`config.mk`:
```
export PLATFORM = sky130hd
export DESIGN_NAME = fpadd_scheduler_flat
export DESIGN_NICKNAME = d
export VERILOG_FILES = /design/src/rtl/fpadd_scheduler_if.sv /design/src/rtl/fpadd_scheduler.sv /design/src/flat_wrapper.sv
export SDC_FILE = /design/constraint.sdc
export NUM_CORES = 1
export LEC_CHECK = 0
export ABC_AREA = 0
export BUFFER_PORTS_ARGS = -buffer_cell sky130_fd_sc_hd__buf_2
export CELL_PAD_IN_SITES_DETAIL_PLACEMENT = 1
export CELL_PAD_IN_SITES_GLOBAL_PLACEMENT = 1
export CORE_ASPECT_RATIO = 1.4
export CORE_MARGIN = 2
export CORE_UTILIZATION = 36
export CTS_CLUSTER_SIZE = 30
export DETAILED_ROUTE_END_ITERATION = 8
export GPL_ROUTABILITY_DRIVEN = 0
export PLACE_DENSITY = 0.89
export SLEW_MARGIN = 30
export SYNTH_ARGS = -nofsm -noshare
export SYNTH_HDL_FRONTEND = slang
export SYNTH_SLANG_ARGS = --single-unit
```
`constraint.sdc`:
```
create_clock -name clk -period 3.3 [get_ports clk]
set_input_delay 0.66 -clock clk [delete_from_list [all_inputs] [get_ports clk]]
set_output_delay 0.66 -clock clk [all_outputs]
set_load 0.01 [all_outputs]
```
`src/rtl/fpadd_scheduler_if.sv`:
```
// Purpose : bundles the requester, adder and result signals of the FP-add scheduler.
// Latency : n/a (wiring only).
// Backpressure : none here; grants are produced by the scheduler on the slave side.
//
// Ports (by modport):
//   slave  - the scheduler: takes requests, operands and add_result; drives grants,
//            adder operands, the returned sum, its valid strobes and busy.
//   master - the surroundings: requesters plus the adder itself.
interface fpadd_scheduler_if #(
  parameter int DATA_W = 32
) ();

  // requester 0
  logic              req0;
  logic [DATA_W-1:0] a0_in;
  logic [DATA_W-1:0] b0_in;
  logic              gnt0;

  // requester 1
  logic              req1;
  logic [DATA_W-1:0] a1_in;
  logic [DATA_W-1:0] b1_in;
  logic              gnt1;

  // shared adder
  logic [DATA_W-1:0] reg_A;
  logic [DATA_W-1:0] reg_B;
  logic [DATA_W-1:0] add_result;

  // result return
  logic [DATA_W-1:0] res_data;
  logic              res_valid0;
  logic              res_valid1;
  logic              busy;

  modport slave (
    input  req0, a0_in, b0_in,
    input  req1, a1_in, b1_in,
    input  add_result,
    output gnt0, gnt1,
    output reg_A, reg_B,
    output res_data, res_valid0, res_valid1,
    output busy
  );

  modport master (
    output req0, a0_in, b0_in,
    output req1, a1_in, b1_in,
    output add_result,
    input  gnt0, gnt1,
    input  reg_A, reg_B,
    input  res_data, res_valid0, res_valid1,
    input  busy
  );

endinterface

```
`src/rtl/fpadd_scheduler.sv`:
```
// Purpose : round-robin sharing of one pipelined FP adder between two requesters.
// Latency : grant is combinational; sum returns ADD_LATENCY edges after the issue edge, +1 for res_data.
// Backpressure : none -- adder accepts one pair per cycle, so any request is granted the same cycle.
//
// Ports:
//   clk   - rising-edge clock
//   reset - asynchronous, active-low
//   bus   - fpadd_scheduler_if.slave: req/operands/gnt per requester, reg_A/reg_B and
//           add_result towards the adder, res_data/res_valid0/res_valid1/busy back out.
module fpadd_scheduler #(
  parameter int DATA_W      = 32,
  parameter int ADD_LATENCY = 3    // legal 1..8
) (
  input  logic             clk,
  input  logic             reset,
  fpadd_scheduler_if.slave bus
);

  // 0: requester 0 wins a contested cycle, 1: requester 1 wins.
  logic prio;

  logic xfer;
  logic xfer_id;

  // Tag pipe: stage k holds the tag of the pair issued k+1 edges ago, so the
  // last stage lines up with add_result on the edge that must capture it.
  logic [ADD_LATENCY-1:0] tag_vld;
  logic [ADD_LATENCY-1:0] tag_id;
  logic [ADD_LATENCY-1:0] tag_vld_nxt;
  logic [ADD_LATENCY-1:0] tag_id_nxt;

  // ---------------------------------------------------------------------------
  // Arbitration. Gated by reset so nothing is granted while the block is held.
  // ---------------------------------------------------------------------------
  always_comb begin
    bus.gnt0 = 1'b0;
    bus.gnt1 = 1'b0;
    if (reset) begin
      if (bus.req0 && (!bus.req1 || !prio)) begin
        bus.gnt0 = 1'b1;
      end else if (bus.req1) begin
        bus.gnt1 = 1'b1;
      end
    end
  end

  assign xfer    = bus.gnt0 | bus.gnt1;
  assign xfer_id = bus.gnt1;

  // ---------------------------------------------------------------------------
  // Tag pipe next state. A bubble enters with id 0; only the valid bit matters.
  // ---------------------------------------------------------------------------
  generate
    if (ADD_LATENCY > 1) begin : g_tag_shift
      assign tag_vld_nxt = {tag_vld[ADD_LATENCY-2:0], xfer};
      assign tag_id_nxt  = {tag_id[ADD_LATENCY-2:0], xfer_id};
    end else begin : g_tag_single
      assign tag_vld_nxt = xfer;
      assign tag_id_nxt  = xfer_id;
    end
  endgenerate

  // ---------------------------------------------------------------------------
  // Priority pointer: after a transfer the other requester gets priority.
  // ---------------------------------------------------------------------------
  always_ff @(posedge clk or negedge reset) begin
    if (!reset) begin
      prio <= 1'b0;
    end else if (xfer) begin
      prio <= ~xfer_id;
    end
  end

  // ---------------------------------------------------------------------------
  // Issue: operand registers hold their value while idle.
  // ---------------------------------------------------------------------------
  always_ff @(posedge clk or negedge reset) begin
    if (!reset) begin
      bus.reg_A <= '0;
      bus.reg_B <= '0;
    end else if (bus.gnt0) begin
      bus.reg_A <= bus.a0_in;
      bus.reg_B <= bus.b0_in;
    end else if (bus.gnt1) begin
      bus.reg_A <= bus.a1_in;
      bus.reg_B <= bus.b1_in;
    end
  end

  // ---------------------------------------------------------------------------
  // Tag pipe and busy. busy reflects the tags present after this edge, so it
  // drops on the same edge the last tag retires.
  // ---------------------------------------------------------------------------
  always_ff @(posedge clk or negedge reset) begin
    if (!reset) begin
      tag_vld  <= '0;
      tag_id   <= '0;
      bus.busy <= 1'b0;
    end else begin
      tag_vld  <= tag_vld_nxt;
      tag_id   <= tag_id_nxt;
      bus.busy <= |tag_vld_nxt;
    end
  end

  // ---------------------------------------------------------------------------
  // Return: capture add_result when the oldest tag is valid; bubbles leave
  // res_data untouched and keep both strobes low.
  // ---------------------------------------------------------------------------
  always_ff @(posedge clk or negedge reset) begin
    if (!reset) begin
      bus.res_data   <= '0;
      bus.res_valid0 <= 1'b0;
      bus.res_valid1 <= 1'b0;
    end else begin
      bus.res_valid0 <= tag_vld[ADD_LATENCY-1] & ~tag_id[ADD_LATENCY-1];
      bus.res_valid1 <= tag_vld[ADD_LATENCY-1] &  tag_id[ADD_LATENCY-1];
      if (tag_vld[ADD_LATENCY-1]) begin
        bus.res_data <= bus.add_result;
      end
    end
  end

endmodule

```
`src/flat_wrapper.sv`:
```
// flat-port wrapper written by rule: the top's interface ports become plain ports
module fpadd_scheduler_flat 
#(
  parameter int DATA_W      = 32,
  parameter int ADD_LATENCY = 3                 
)
  (clk, reset, bus_req0, bus_a0_in, bus_b0_in, bus_req1, bus_a1_in, bus_b1_in, bus_add_result, bus_gnt0, bus_gnt1, bus_reg_A, bus_reg_B, bus_res_data, bus_res_valid0, bus_res_valid1, bus_busy);
  fpadd_scheduler_if #(.DATA_W(DATA_W)) bus_i ();
  input  logic clk;
  input  logic reset;
  input wire logic [$bits(bus_i.req0)-1:0] bus_req0;
  input wire logic [$bits(bus_i.a0_in)-1:0] bus_a0_in;
  input wire logic [$bits(bus_i.b0_in)-1:0] bus_b0_in;
  input wire logic [$bits(bus_i.req1)-1:0] bus_req1;
  input wire logic [$bits(bus_i.a1_in)-1:0] bus_a1_in;
  input wire logic [$bits(bus_i.b1_in)-1:0] bus_b1_in;
  input wire logic [$bits(bus_i.add_result)-1:0] bus_add_result;
  output wire logic [$bits(bus_i.gnt0)-1:0] bus_gnt0;
  output wire logic [$bits(bus_i.gnt1)-1:0] bus_gnt1;
  output wire logic [$bits(bus_i.reg_A)-1:0] bus_reg_A;
  output wire logic [$bits(bus_i.reg_B)-1:0] bus_reg_B;
  output wire logic [$bits(bus_i.res_data)-1:0] bus_res_data;
  output wire logic [$bits(bus_i.res_valid0)-1:0] bus_res_valid0;
  output wire logic [$bits(bus_i.res_valid1)-1:0] bus_res_valid1;
  output wire logic [$bits(bus_i.busy)-1:0] bus_busy;
  assign bus_i.req0 = bus_req0;
  assign bus_i.a0_in = bus_a0_in;
  assign bus_i.b0_in = bus_b0_in;
  assign bus_i.req1 = bus_req1;
  assign bus_i.a1_in = bus_a1_in;
  assign bus_i.b1_in = bus_b1_in;
  assign bus_i.add_result = bus_add_result;
  assign bus_gnt0 = bus_i.gnt0;
  assign bus_gnt1 = bus_i.gnt1;
  assign bus_reg_A = bus_i.reg_A;
  assign bus_reg_B = bus_i.reg_B;
  assign bus_res_data = bus_i.res_data;
  assign bus_res_valid0 = bus_i.res_valid0;
  assign bus_res_valid1 = bus_i.res_valid1;
  assign bus_busy = bus_i.busy;
  fpadd_scheduler #(.DATA_W(DATA_W), .ADD_LATENCY(ADD_LATENCY)) u_core (.clk(clk), .reset(reset), .bus(bus_i));
endmodule
```
-- Word-level counts from Yosys, hierarchy flattened
Cells that the tools add are included.
- reduce and logical (&&, ||, !) cells: 6
- bitwise logic cells: 5
- multiplexer cells: 9
- operator list (cell ; number):
    32-bit two-way mux ; 4
    1-bit two-way mux ; 5
    3-bit OR reduction ; 1
    1-bit bitwise AND ; 2
    1-bit zero test ; 2
    1-bit NOT ; 2
    2-bit nonzero test ; 1
    1-bit logical AND ; 1
    1-bit logical OR ; 1
    1-bit bitwise OR ; 1
- input bits: 164
- flip-flop bits (word level): 106
- output and inout port bits: 101
- logic and storage cells: 29

-- Depth between registers and ports, before layout
Gate-level depths: netlist (run 1).
- depth after elaboration: 7
- depth in mapped cells: 5
- depth with buffers taken out: 3

-- Worst setup path after synthesis (run 1)
OpenSTA, ideal clock, no wires.
- path type: input port to output port
- from: in bus_req1
- to: out bus_gnt0
- data required time: 2640 ps
- stages: 5
- path buffers: 2
- data arrival time: 1330 ps
- slack: 1310 ps
- path through: nand2_1 nand3_1 buf_2 buf_2 inv_1
- cells in the longest elaborated chain, start to end: 5
- ends and longest elaborated chain (item ; RTL line ; source):
    start: declaration ; flat_wrapper.sv:14 ; input wire logic [$bits(bus_i.req1)-1:0] bus_req1;
    1-bit zero test ; fpadd_scheduler.sv:39 ; if (bus.req0 && (!bus.req1 || !prio)) begin
    1-bit logical OR ; fpadd_scheduler.sv:39 ;
    1-bit logical AND ; fpadd_scheduler.sv:39 ;
    1-bit two-way mux ; fpadd_scheduler.sv:39 ;
    1-bit two-way mux ; fpadd_scheduler.sv:38 ; if (reset) begin
    end: declaration ; flat_wrapper.sv:18 ; output wire logic [$bits(bus_i.gnt0)-1:0] bus_gnt0;
No other way between the ends.

-- Worst setup path after layout (run 1)
- from: in reset
- to: out bus_gnt1
- cells in the longest elaborated chain, start to end: 1
- ends and longest elaborated chain (item ; RTL line ; source):
    start: declaration ; flat_wrapper.sv:10 ; input logic reset;
    1-bit two-way mux ; fpadd_scheduler.sv:38 ;
    end: declaration ; flat_wrapper.sv:19 ; output wire logic [$bits(bus_i.gnt1)-1:0] bus_gnt1;
No other way between the ends.

==> metrics.txt, run 1 <==
Peak supply drop 0.239 mV; drt wl/cell 17.2 um; Overall Global Routing Usage 18.3%; Area Overhead vs Synth 38.3%; number of library cell types mapped by synthesis 13; post-synthesis sequential area ratio 57.4%; WL final 12.3 mm; first-pass GRT wire length 19.6 mm; via-per-instance ratio 4.84; DR pass1 iterations 2; post-CTS sizing 0; final setup vio count 0; reg2reg start u_core.prio; core area 12700 sq um; CTS Hold Buffers Added 0; vias in the first global route 4015; initial core utilization 36.4%; FF-to-FF End u_core.bus.reg_A[17]; share of the synthesized area in the top cell type 57.4%; Critical path buffers and inverters 3; register clock-pin slew on the reported worst setup and hold paths 0.07 ns; Setup TNS Final 0 ns; R2R Setup Slk 1.42 ns; CP max stage cell buf_4; HP Class in -> async; status complete, no violations; nature of the critical path startpoint primary input; via count 3469; Synth area leaders dfrtp_1 (57%), mux2_2 (39%), buf_2 (1.3%), buf_6 (0.73%), nand2_1 (0.41%); Total Nets Final 722; root buffer cell clkbuf_16; CTS Buf Count 9; count of pins over their slew limit 0; maxcap violations 0; largest area contributor in the netlist dfrtp_1; fin worst setup slack 0.875 ns; share of layout cells above drive strength 1 79.0%; Worst Tran Pin Value 0.775 ns; CTS tree built; Max clock buf depth 2; total gr overflow 0; Final HPWL DP 9.56 mm; total power 0.00359 W; antenna cells 0; TritonCTS Sinks 106; row count 49; clk_lat worst skew 0.34 ns; Post-Syn Nets 461; critical path class in -> out; #FFs+latches synth 106; fin crit share 73.5%; YS warnings 0; crit-path leading delay family buffers and inverters; syn avg cell area 15.6 sq um; antenna violations before repair 1; CP cell instances buf_4 > nand2_2 > buf_12 > a21oi_1 > buf_2; die height 138 um; Port Buf Inserts 264; # H-tree levels 3; pin count of the biggest net entering global routing 78; fmax 412 MHz; arrival time at the worst endpoint 1.77 ns; Post-CTS Setup Inserts 0; dpl ws 0.809 ns; final hold violations 0; CP startpoint reset; drt drc 0; RSZ-0062 raised after global routing no; crit-path max FO 68; worst reg2reg path depth 4; Die Area 13800 sq um; I/O Pins 265; Slew headroom 48.4%; Post-Syn Area 4620 sq um; initial DRC count 62; Largest stage delay, worst path 0.38 ns; hold_ws 0.283 ns; Lkg Pwr 3.16 nW; CP required 2.64 ns; Worst Skew 0.0103 ns; antenna-violating nets left 0; Crit. End Element output pin; Mapped Cells 297; Die W 99.8 um; P per Cell Area 561 nW/um^2; Final min period 2.43 ns
## kinds of logic after synthesis
family,after synthesis,synth area share [%]
multiplexers,160,39.0
flip-flops,106,57.4
buffers and inverters,20,2.52
AND/OR/NAND/NOR,10,0.975
AO/OA/AOI/OAI,1,0.108
## cells in the final DEF (no fill, tap or decap)
| cell | Yosys | layout |
|---|---|---|
| a21oi_1 | 1 | 1 |
| and2_1 | 1 | 1 |
| buf_12 | 0 | 1 |
| buf_2 | 12 | 263 |
| buf_4 | 1 | 3 |
| buf_6 | 3 | 1 |
| bufinv_16 | 0 | 1 |
| clkbuf_1 | 2 | 1 |
| clkbuf_16 | 0 | 9 |
| clkbuf_8 | 0 | 1 |
| clkinv_2 | 0 | 1 |
| clkinvlp_4 | 0 | 1 |
| dfrtp_1 | 106 | 106 |
| inv_1 | 2 | 2 |
| inv_6 | 0 | 2 |
| mux2_2 | 160 | 160 |
| nand2_1 | 5 | 4 |
| nand2_2 | 0 | 1 |
| nand3_1 | 2 | 1 |
| nand3_4 | 0 | 1 |
| nor2_1 | 1 | 1 |
| nor2b_1 | 1 | 1 |
## power by group
| group | switching [W] | internal, W |
|---|---|---|
| clock network | 0.000476 | 0.000614 |
| registers | 0.000104 | 0.00151 |
| logic | 0.000388 | 0.000492 |
| total | 0.000968 | 0.00262 |
## state kept, by name (all words and copies together), names as in the netlist
name	count
u_core.tag_vld	3
u_core.tag_id	3
u_core.bus.res_valid1	1
u_core.bus.busy	1
u_core.prio	1
u_core.bus.res_valid0	1
u_core.bus.reg_A	32
u_core.bus.res_data	32
u_core.bus.reg_B	32
## routing by layer
layer	routed length [um]	up-vias	GRT usage, %
met2	6970	161	35.6
met4	354	2	8.15
met3	861	28	4.40
li1	-	1572	-
met1	4100	1706	17.5
met5	7	-	0
## cell usage after synthesis (all sizes together)
| cell type | n |
|---|---|
| nand2 | 5 |
| clkbuf | 2 |
| a21oi | 1 |
| nand3 | 2 |
| inv | 2 |
| buf | 16 |
| nor2 | 1 |
| dfrtp | 106 |
| mux2 | 160 |
| nor2b | 1 |
| and2 | 1 |
## worst register-to-register path: stages (launching register included)
cell and delay (ns):
dfrtp_1 0.36, nand2_1 0.11, nand3_4 0.18, buf_4 0.65
mux2_2 0.46
## worst max path at each step
stage               end  slack (ns)  cells past startpoint
6_report       bus_gnt1        0.87                      5
5_1_grt        bus_gnt1        0.69                      5
4_1_cts        bus_gnt1        0.81                      5
3_5_place_dp   bus_gnt1        0.81                      5
3_3_place_gp   bus_gnt1        0.82                      5
2_1_floorplan  bus_gnt0        1.31                      5
## metrics by stage
stage | util [%] | instance area (sq um) | std cells
2_1_floorplan | - | 4620 | 297
3_3_place_gp | 47.9 | 6080 | 700
3_5_place_dp | 47.9 | 6080 | 700
4_1_cts | 50.3 | 6390 | 716
5_1_grt | 50.4 | 6390 | 716
6_report | 50.4 | 6390 | 716
## cell type report
class                      instances  area, sq um
clock buffer                      11          243
clock inverter                     5         60.1
tap                              153          191
timing repair buffer             268         1370
fill                            1397         6300
multi-input combinational        171         1870
sequential                       106         2650
inverter                           2         7.51
(Power assumes the default switching activity.)
==> inputs of run 2 (changes only) <==
--- a/config.mk
+++ b/config.mk
@@ -11,11 +11,11 @@
 export CELL_PAD_IN_SITES_GLOBAL_PLACEMENT = 1
 export CORE_ASPECT_RATIO = 1.4
 export CORE_MARGIN = 2
-export CORE_UTILIZATION = 36
+export CORE_UTILIZATION = 34
 export CTS_CLUSTER_SIZE = 30
 export DETAILED_ROUTE_END_ITERATION = 8
 export GPL_ROUTABILITY_DRIVEN = 0
-export PLACE_DENSITY = 0.89
+export PLACE_DENSITY = 0.85
 export SLEW_MARGIN = 30
 export SYNTH_ARGS = -nofsm -noshare
 export SYNTH_HDL_FRONTEND = slang
==> constraint.sdc (replaced) <==
create_clock -name clk -period 2.4 [get_ports clk]
set_input_delay 0.48 -clock clk [delete_from_list [all_inputs] [get_ports clk]]
set_output_delay 0.48 -clock clk [all_outputs]
set_load 0.01 [all_outputs]
==> metrics.txt, run 2 (synthesis gave the netlist of run 1 again) <==
status complete, no violations (unchanged); clk_lat worst skew 0.34 ns (about the same); antenna cells 0 (unchanged); top flop regs u_core.bus.reg_A: 32 flops, u_core.bus.reg_B: 32 flops, u_core.bus.res_data: 32 flops (unchanged); Final min period 1.80 ns; share of layout cells above drive strength 1 79.2% (was 79.0%); Port Buf Inserts 264 (unchanged); hold_ws 0.246 ns (was 0.283 ns); commonest non-fill, non-tap cells in the layout buf_2 (263), mux2_2 (160), dfrtp_1 (106), clkbuf_16 (9), buf_4 (7) (was buf_2 (263), mux2_2 (160), dfrtp_1 (106), clkbuf_16 (9), nand2_1 (4)); commonest non-fill, non-tap cell in the layout buf_2 (unchanged); Die W 103 um (was 99.8 um); CP max stage cell buf_12 (was buf_4); reg2reg start u_core.prio (unchanged); initial DRC count 64 (was 62); Slew headroom 44.9% (was 48.4%); Peak supply drop 0.354 mV (was 0.239 mV); via count 3477 (was 3469); WL final 13.0 mm (was 12.3 mm); P per Cell Area 769 nW/um^2 (was 561 nW/um^2); maxcap violations 0 (unchanged); core area 13300 sq um (was 12700 sq um); drt drc 0 (unchanged); CTS tree built (unchanged); pin count of the biggest net entering global routing 66 (was 78); R2R Setup Slk 0.94 ns (was 1.42 ns); vias in the first global route 4006 (was 4015); dpl ws 0.545 ns (was 0.809 ns); Crit. End Element output pin (unchanged); arrival time at the worst endpoint 1.32 ns (was 1.77 ns); row count 50 (was 49); fmax 556 MHz; die height 142 um (was 138 um); CTS Buf Count 9 (unchanged); RSZ-0062 raised after global routing no (unchanged); Max clock buf depth 2 (unchanged); FF-to-FF End u_core.bus.reg_A[21] (was u_core.bus.reg_A[17]); I/O Pins 265 (unchanged); Top Metal Used met4 (was met5); Total Nets Final 727 (was 722); CP cell instances buf_4 > nand2_2 > buf_12 > a21oi_1 > buf_2 (unchanged); via-per-instance ratio 4.64 (was 4.84); Largest stage delay, worst path 0.19 ns (was 0.38 ns); met1 wire length 4.21 mm (was 4.10 mm); TritonCTS Sinks 106 (unchanged); dpl cells 733 (was 700); worst reg2reg path depth 4 (unchanged); CP required 1.92 ns (was 2.64 ns); antenna violations before repair 0 (was 1); nature of the critical path startpoint primary input (unchanged); final setup vio count 0 (unchanged); critical path class in -> out (unchanged); antenna-violating nets left 0 (unchanged); crit-path max FO 52 (was 68); initial core utilization 34.7% (was 36.4%); Finished Layout Cells 750 (was 716); Area Overhead vs Synth 40.5% (was 38.3%); DR pass1 iterations 4 (was 2); Overall Global Routing Usage 18.0% (was 18.3%); Final HPWL DP 10.3 mm (was 9.56 mm); met3 wire length 872 um (was 861 um); count of pins over their slew limit 0 (unchanged); Worst Skew 0.00968 ns (was 0.0103 ns); first-pass GRT wire length 19.9 mm (was 19.6 mm); register clock-pin slew on the reported worst setup and hold paths 0.08 ns (was 0.07 ns); drt wl/cell 17.3 um (was 17.2 um); total gr overflow 0 (unchanged); Lkg Pwr 3.20 nW (was 3.16 nW); Setup TNS Final 0 ns (unchanged); Worst Tran Pin Value 0.827 ns (was 0.775 ns); final hold violations 0 (unchanged); fin worst setup slack 0.602 ns (was 0.875 ns); Critical path buffers and inverters 3 (unchanged); # H-tree levels 3 (unchanged); root buffer cell clkbuf_16 (unchanged); Die Area 14600 sq um (was 13800 sq um); HP Class in -> async (unchanged); Fillers 1458 (was 1397); crit-path leading delay family buffers and inverters (unchanged); fin crit share 74.9%; met2 wire length 7.48 mm (was 6.97 mm)
run 2: cell count changes in the layout (fill, tap and decap cells not counted):
cell,previous run,this run
buf_6,1,0
inv_6,2,1
clkinv_8,0,1
inv_8,0,2
clkbuf_1,1,0
clkinv_2,1,0
dlygate4sd3_1,0,1
buf_12,1,2
clkinvlp_4,1,0
clkinv_4,0,2
buf_4,3,7
clkbuf_8,1,0
run 2: worst max path at each step:
stage | start | to | slack (ns) | cells past startpoint
after floorplan | bus_req1 | bus_gnt0 | 0.77 | 5
after global placement | reset | bus_gnt1 | 0.60 | 5
after detailed placement | reset | u_core.bus.reg_B[23] | 0.55 | 5
after CTS | u_core.prio | bus_gnt0 | 0.62 | 4
after global routing | u_core.prio | bus_gnt0 | 0.55 | 4
final | reset | bus_gnt1 | 0.60 | 5
run 2: cell type report:
type | instances | area [sq um] | share of cell area (%)
Multi-Input combinational cell | 171 | 1870 | 28.7
Inverter | 2 | 7.51 | 0.116
Clock inverter | 7 | 95.1 | 1.46
Timing Repair Buffer | 273 | 1420 | 21.8
Clock buffer | 9 | 225 | 3.47
Tap cell | 182 | 228 | 3.51
Sequential cell | 106 | 2650 | 40.8
run 2: repair_timing:
action                                  in CTS  in global routing
endpoints found under the setup margin       0                  0
buffers inserted                             0                  0
hold buffers                                 1                  0
gates resized for setup                      0                  0
endpoints found under the hold margin        6                  0
run 2: stage by stage:
stage | util [%] | cell area, sq um | power [W]
global route | 48.7 | 6490 | 0.00529
finish | 48.7 | 6490 | 0.00500
floorplan | - | 4620 | 0.00291
detailed placement | 46.3 | 6160 | 0.00351
global placement | 46.3 | 6160 | 0.00342
CTS | 48.7 | 6490 | 0.00509
run 2: worst register-to-register path, cell delays in order (launching register included):
cell and delay [ns]:
dfrtp_1 0.37, nand2_1 0.10, nand3_4 0.20, buf_4 0.29, mux2_2 0.38
run 2: routing by layer:
layer  vias to the layer above  track usage [%]
li1                       1585                -
met1                      1710             18.0
met2                       153             34.4
met3                        29             4.67
met4                         0             7.02
met5                         -                0
run 2: where the power goes:
part | switching, W | internal (W)
combinational | 0.000544 | 0.000684
sequential | 0.000144 | 0.00208
clock | 0.000708 | 0.000841
==> inputs of run 3 (changes only) <==
--- a/config.mk
+++ b/config.mk
@@ -5,13 +5,13 @@
 export SDC_FILE = /design/constraint.sdc
 export NUM_CORES = 1
 export LEC_CHECK = 0
-export ABC_AREA = 0
+export ABC_AREA = 1
 export BUFFER_PORTS_ARGS = -buffer_cell sky130_fd_sc_hd__buf_2
 export CELL_PAD_IN_SITES_DETAIL_PLACEMENT = 1
 export CELL_PAD_IN_SITES_GLOBAL_PLACEMENT = 1
 export CORE_ASPECT_RATIO = 1.4
 export CORE_MARGIN = 2
-export CORE_UTILIZATION = 34
+export CORE_UTILIZATION = 32
 export CTS_CLUSTER_SIZE = 30
 export DETAILED_ROUTE_END_ITERATION = 8
 export GPL_ROUTABILITY_DRIVEN = 0
==> constraint.sdc (replaced) <==
create_clock -name clk -period 1.85 [get_ports clk]
set_input_delay 0.37 -clock clk [delete_from_list [all_inputs] [get_ports clk]]
set_output_delay 0.37 -clock clk [all_outputs]
set_load 0.01 [all_outputs]
==> metrics.txt, run 3 <==
status complete, no violations (unchanged); nature of the critical path startpoint flop (was primary input); post-synthesis simple-gate area fraction 36.1% (was 0.975%); drt wl/cell 14.3 um (was 17.3 um); XOR/XNOR Fraction of Synth Area 0% (unchanged); #FFs+latches synth 106 (unchanged); antenna-violating nets left 0 (unchanged); Post-Syn Nets 1013 (was 461); number of library cell types mapped by synthesis 12 (was 13); CTS Buf Count 9 (unchanged); main combinational cell family by area after synthesis simple AND/OR/NAND/NOR gates (was multiplexers); I/O Pins 265 (unchanged); vias in the first global route 6131 (was 4006); antenna violations before repair 1 (was 0); first-pass GRT wire length 29.8 mm (was 19.9 mm); TritonCTS Sinks 106 (unchanged); top flop regs u_core.bus.reg_A: 32 flops, u_core.bus.reg_B: 32 flops, u_core.bus.res_data: 32 flops (unchanged); count leader, synth nand2_1 (was mux2_2); initial core utilization 32.3% (was 34.7%); reg2reg start u_core.prio (unchanged); fin crit share 83.3%; CP startpoint u_core.prio (was reset); Finished Layout Cells 1332 (was 750); P per Cell Area 832 nW/um^2 (was 769 nW/um^2); initial DRC count 220 (was 64); DR pass1 iterations 6 (was 4); syn avg cell area 6.77 sq um (was 15.6 sq um); critical path class reg -> out (was in -> out); root buffer cell clkbuf_16 (unchanged); clk_lat worst skew 0.35 ns (was 0.34 ns); Post-Syn Area 5750 sq um (was 4620 sq um); Final HPWL DP 13.9 mm (was 10.3 mm); drt drc 0 (unchanged); Final min period 1.54 ns; register clock-pin slew on the reported worst setup and hold paths 0.07 ns (was 0.08 ns); final hold violations 0 (unchanged); total gr overflow 0 (unchanged); Slew headroom 68.9% (was 44.9%); Post-synth top cells nand2_1 (358), inv_1 (196), dfrtp_1 (106) (was mux2_2 (160), dfrtp_1 (106), buf_2 (12)); Setup TNS Final 0 ns (unchanged); Crit. End Element output pin (unchanged); row count 58 (was 50); area share of fa/ha/maj cells after synthesis 0% (unchanged); via count 6009 (was 3477); Worst Skew 0.00769 ns (was 0.00968 ns); mux contribution to synthesized area 0% (was 39.0%); post-layout util 42.8% (was 48.7%); WL final 19.0 mm (was 13.0 mm); # H-tree levels 3 (unchanged); share of the synthesized area in the top cell type 46.1% (was 57.4%); final setup vio count 0 (unchanged); Synth Flop Type dfrtp_1 (unchanged); share of layout cells above drive strength 1 27.5% (was 79.2%); fmax 649 MHz; Max clock buf depth 2 (unchanged); YS warnings 0 (unchanged); Total Nets Final 1250 (was 727); arrival time at the worst endpoint 1.17 ns (was 1.32 ns); Peak supply drop 0.358 mV (was 0.354 mV); Worst Tran Pin Value 0.466 ns (was 0.827 ns); largest area contributor in the netlist dfrtp_1 (unchanged); Synth Area in Compound Gates 0.174% (was 0.108%); Mapped Cells 849 (was 297); commonest non-fill, non-tap cells in the layout nand2_1 (357), buf_2 (263), inv_1 (196), dfrtp_1 (106) (was buf_2 (263), mux2_2 (160), dfrtp_1 (106), clkbuf_16 (9), buf_4 (7)); count of pins over their slew limit 0 (unchanged); Synth async-reset ratio 100% (unchanged); Lkg Pwr 4.96 nW (was 3.20 nW); commonest non-fill, non-tap cell in the layout nand2_1 (was buf_2); Area Overhead vs Synth 32.4% (was 40.5%); Synth area leaders dfrtp_1 (46%), nand2_1 (23%), inv_1 (13%), nand4_1 (7.0%), nand3_1 (5.7%) (was dfrtp_1 (57%), mux2_2 (39%), buf_2 (1.3%), buf_6 (0.73%), nand2_1 (0.41%)); Die W 117 um (was 103 um); CP required 1.48 ns (was 1.92 ns); die height 163 um (was 142 um); maxcap violations 0 (unchanged); post-synthesis sequential area ratio 46.1% (was 57.4%); pin count of the biggest net entering global routing 97 (was 66); Fillers 2388 (was 1458); Die Area 19100 sq um (was 14600 sq um); Port Buf Inserts 264 (unchanged); Post-CTS Setup Inserts 0 (unchanged); core area 17800 sq um (was 13300 sq um); CTS tree built (unchanged); dpl cells 1314 (was 733); RSZ-0062 raised after global routing no (unchanged); crit-path max FO 4 (was 52); Post-synth EDFFs 0 (unchanged); Overall Global Routing Usage 20.0% (was 18.0%); HP Class in -> async (unchanged); via-per-instance ratio 4.51 (was 4.64)
## run 3: cell count changes after synthesis, sizes merged, moves of 11 or more
| cell | before | now |
|---|---|---|
| nand4 | 0 | 64 |
| nand2 | 5 | 358 |
| inv | 2 | 196 |
| nand3 | 2 | 65 |
| clkbuf | 2 | 13 |
| mux2 | 160 | 0 |
| buf | 16 | 43 |
## run 3: what timing repair did
item / 4_1_cts / 5_1_grt
gates resized for setup: 0 / 0
endpoints found under the hold margin: 4 / 0
hold buffers: 1 / 0
## run 3: report_power, final
group	switching [W]	internal, W	leakage (nW)
Sequential	0.000156	0.00263	1.26
Combinational	0.00102	0.000642	3.57
Clock	0.000946	0.000937	0.134
## run 3: worst max-delay path, stage by stage, from the launching register on
cell,delay [ns]
dfrtp_1,0.40
nand2_2,0.11
nand3_2,0.12
inv_1,0.07
buf_2,0.12
## run 3: path summary, 6_finish.rpt
| path | slack, ns | end | depth (start not counted) |
|---|---|---|---|
| max | 0.31 | bus_gnt0 | 4 |
| min | 0.06 | u_core.bus.reg_B[26] | 2 |
| max reg2reg | 0.55 | u_core.bus.reg_B[5] | 6 |
| min reg2reg | 0.36 | u_core.tag_id[2] | 0 |
| max in group asynchronous | 1.12 | u_core.bus.reg_A[4] | 2 |
| min in group clk | 0.22 | u_core.bus.res_data[22] | 3 |
## run 3: logic make-up (layout without fill, tap and decap cells)
logic type,after synthesis,in the layout
and+or+nand+nor,489,489
AOI/OAI and AO/OA,2,2
other,0,1
DFF,106,106
buffers and inverters,252,494
## run 3: per-layer routing
layer	wire, um	share of wire [%]	GRT usage (%)	vias up
met1	7560	40	22.6	2814
met5	0	0	0	-
met2	9650	51	36.0	181
met3	1190	6.3	3.50	32
met4	582	3.1	8.72	0
li1	-	-	-	2982
## run 3: cell type report
type                    count  area [sq um]  area share [%]
diodes                      1          2.50          0.0329
well taps                 240           300            3.94
flip-flops and latches    106          2650            34.8
repair buffers            282          1530            20.1
clock buffers               9           225            2.96
multi-input cells         491          2110            27.7
clock inverters             7          61.3           0.805
inverters                 196           736            9.66
## run 3: metrics by stage
stage	area [sq um]	setup slack, ns	total power (W)	hold slack [ns]
after CTS	7610	0.286	0.00645	0.0520
final	7610	0.309	0.00633	0.0628
after floorplan	5750	0.457	0.00371	0.0744
after global placement	7310	0.367	0.00446	0.231
after global routing	7610	0.229	0.00678	0.0722
after detailed placement	7310	0.335	0.00452	0.236
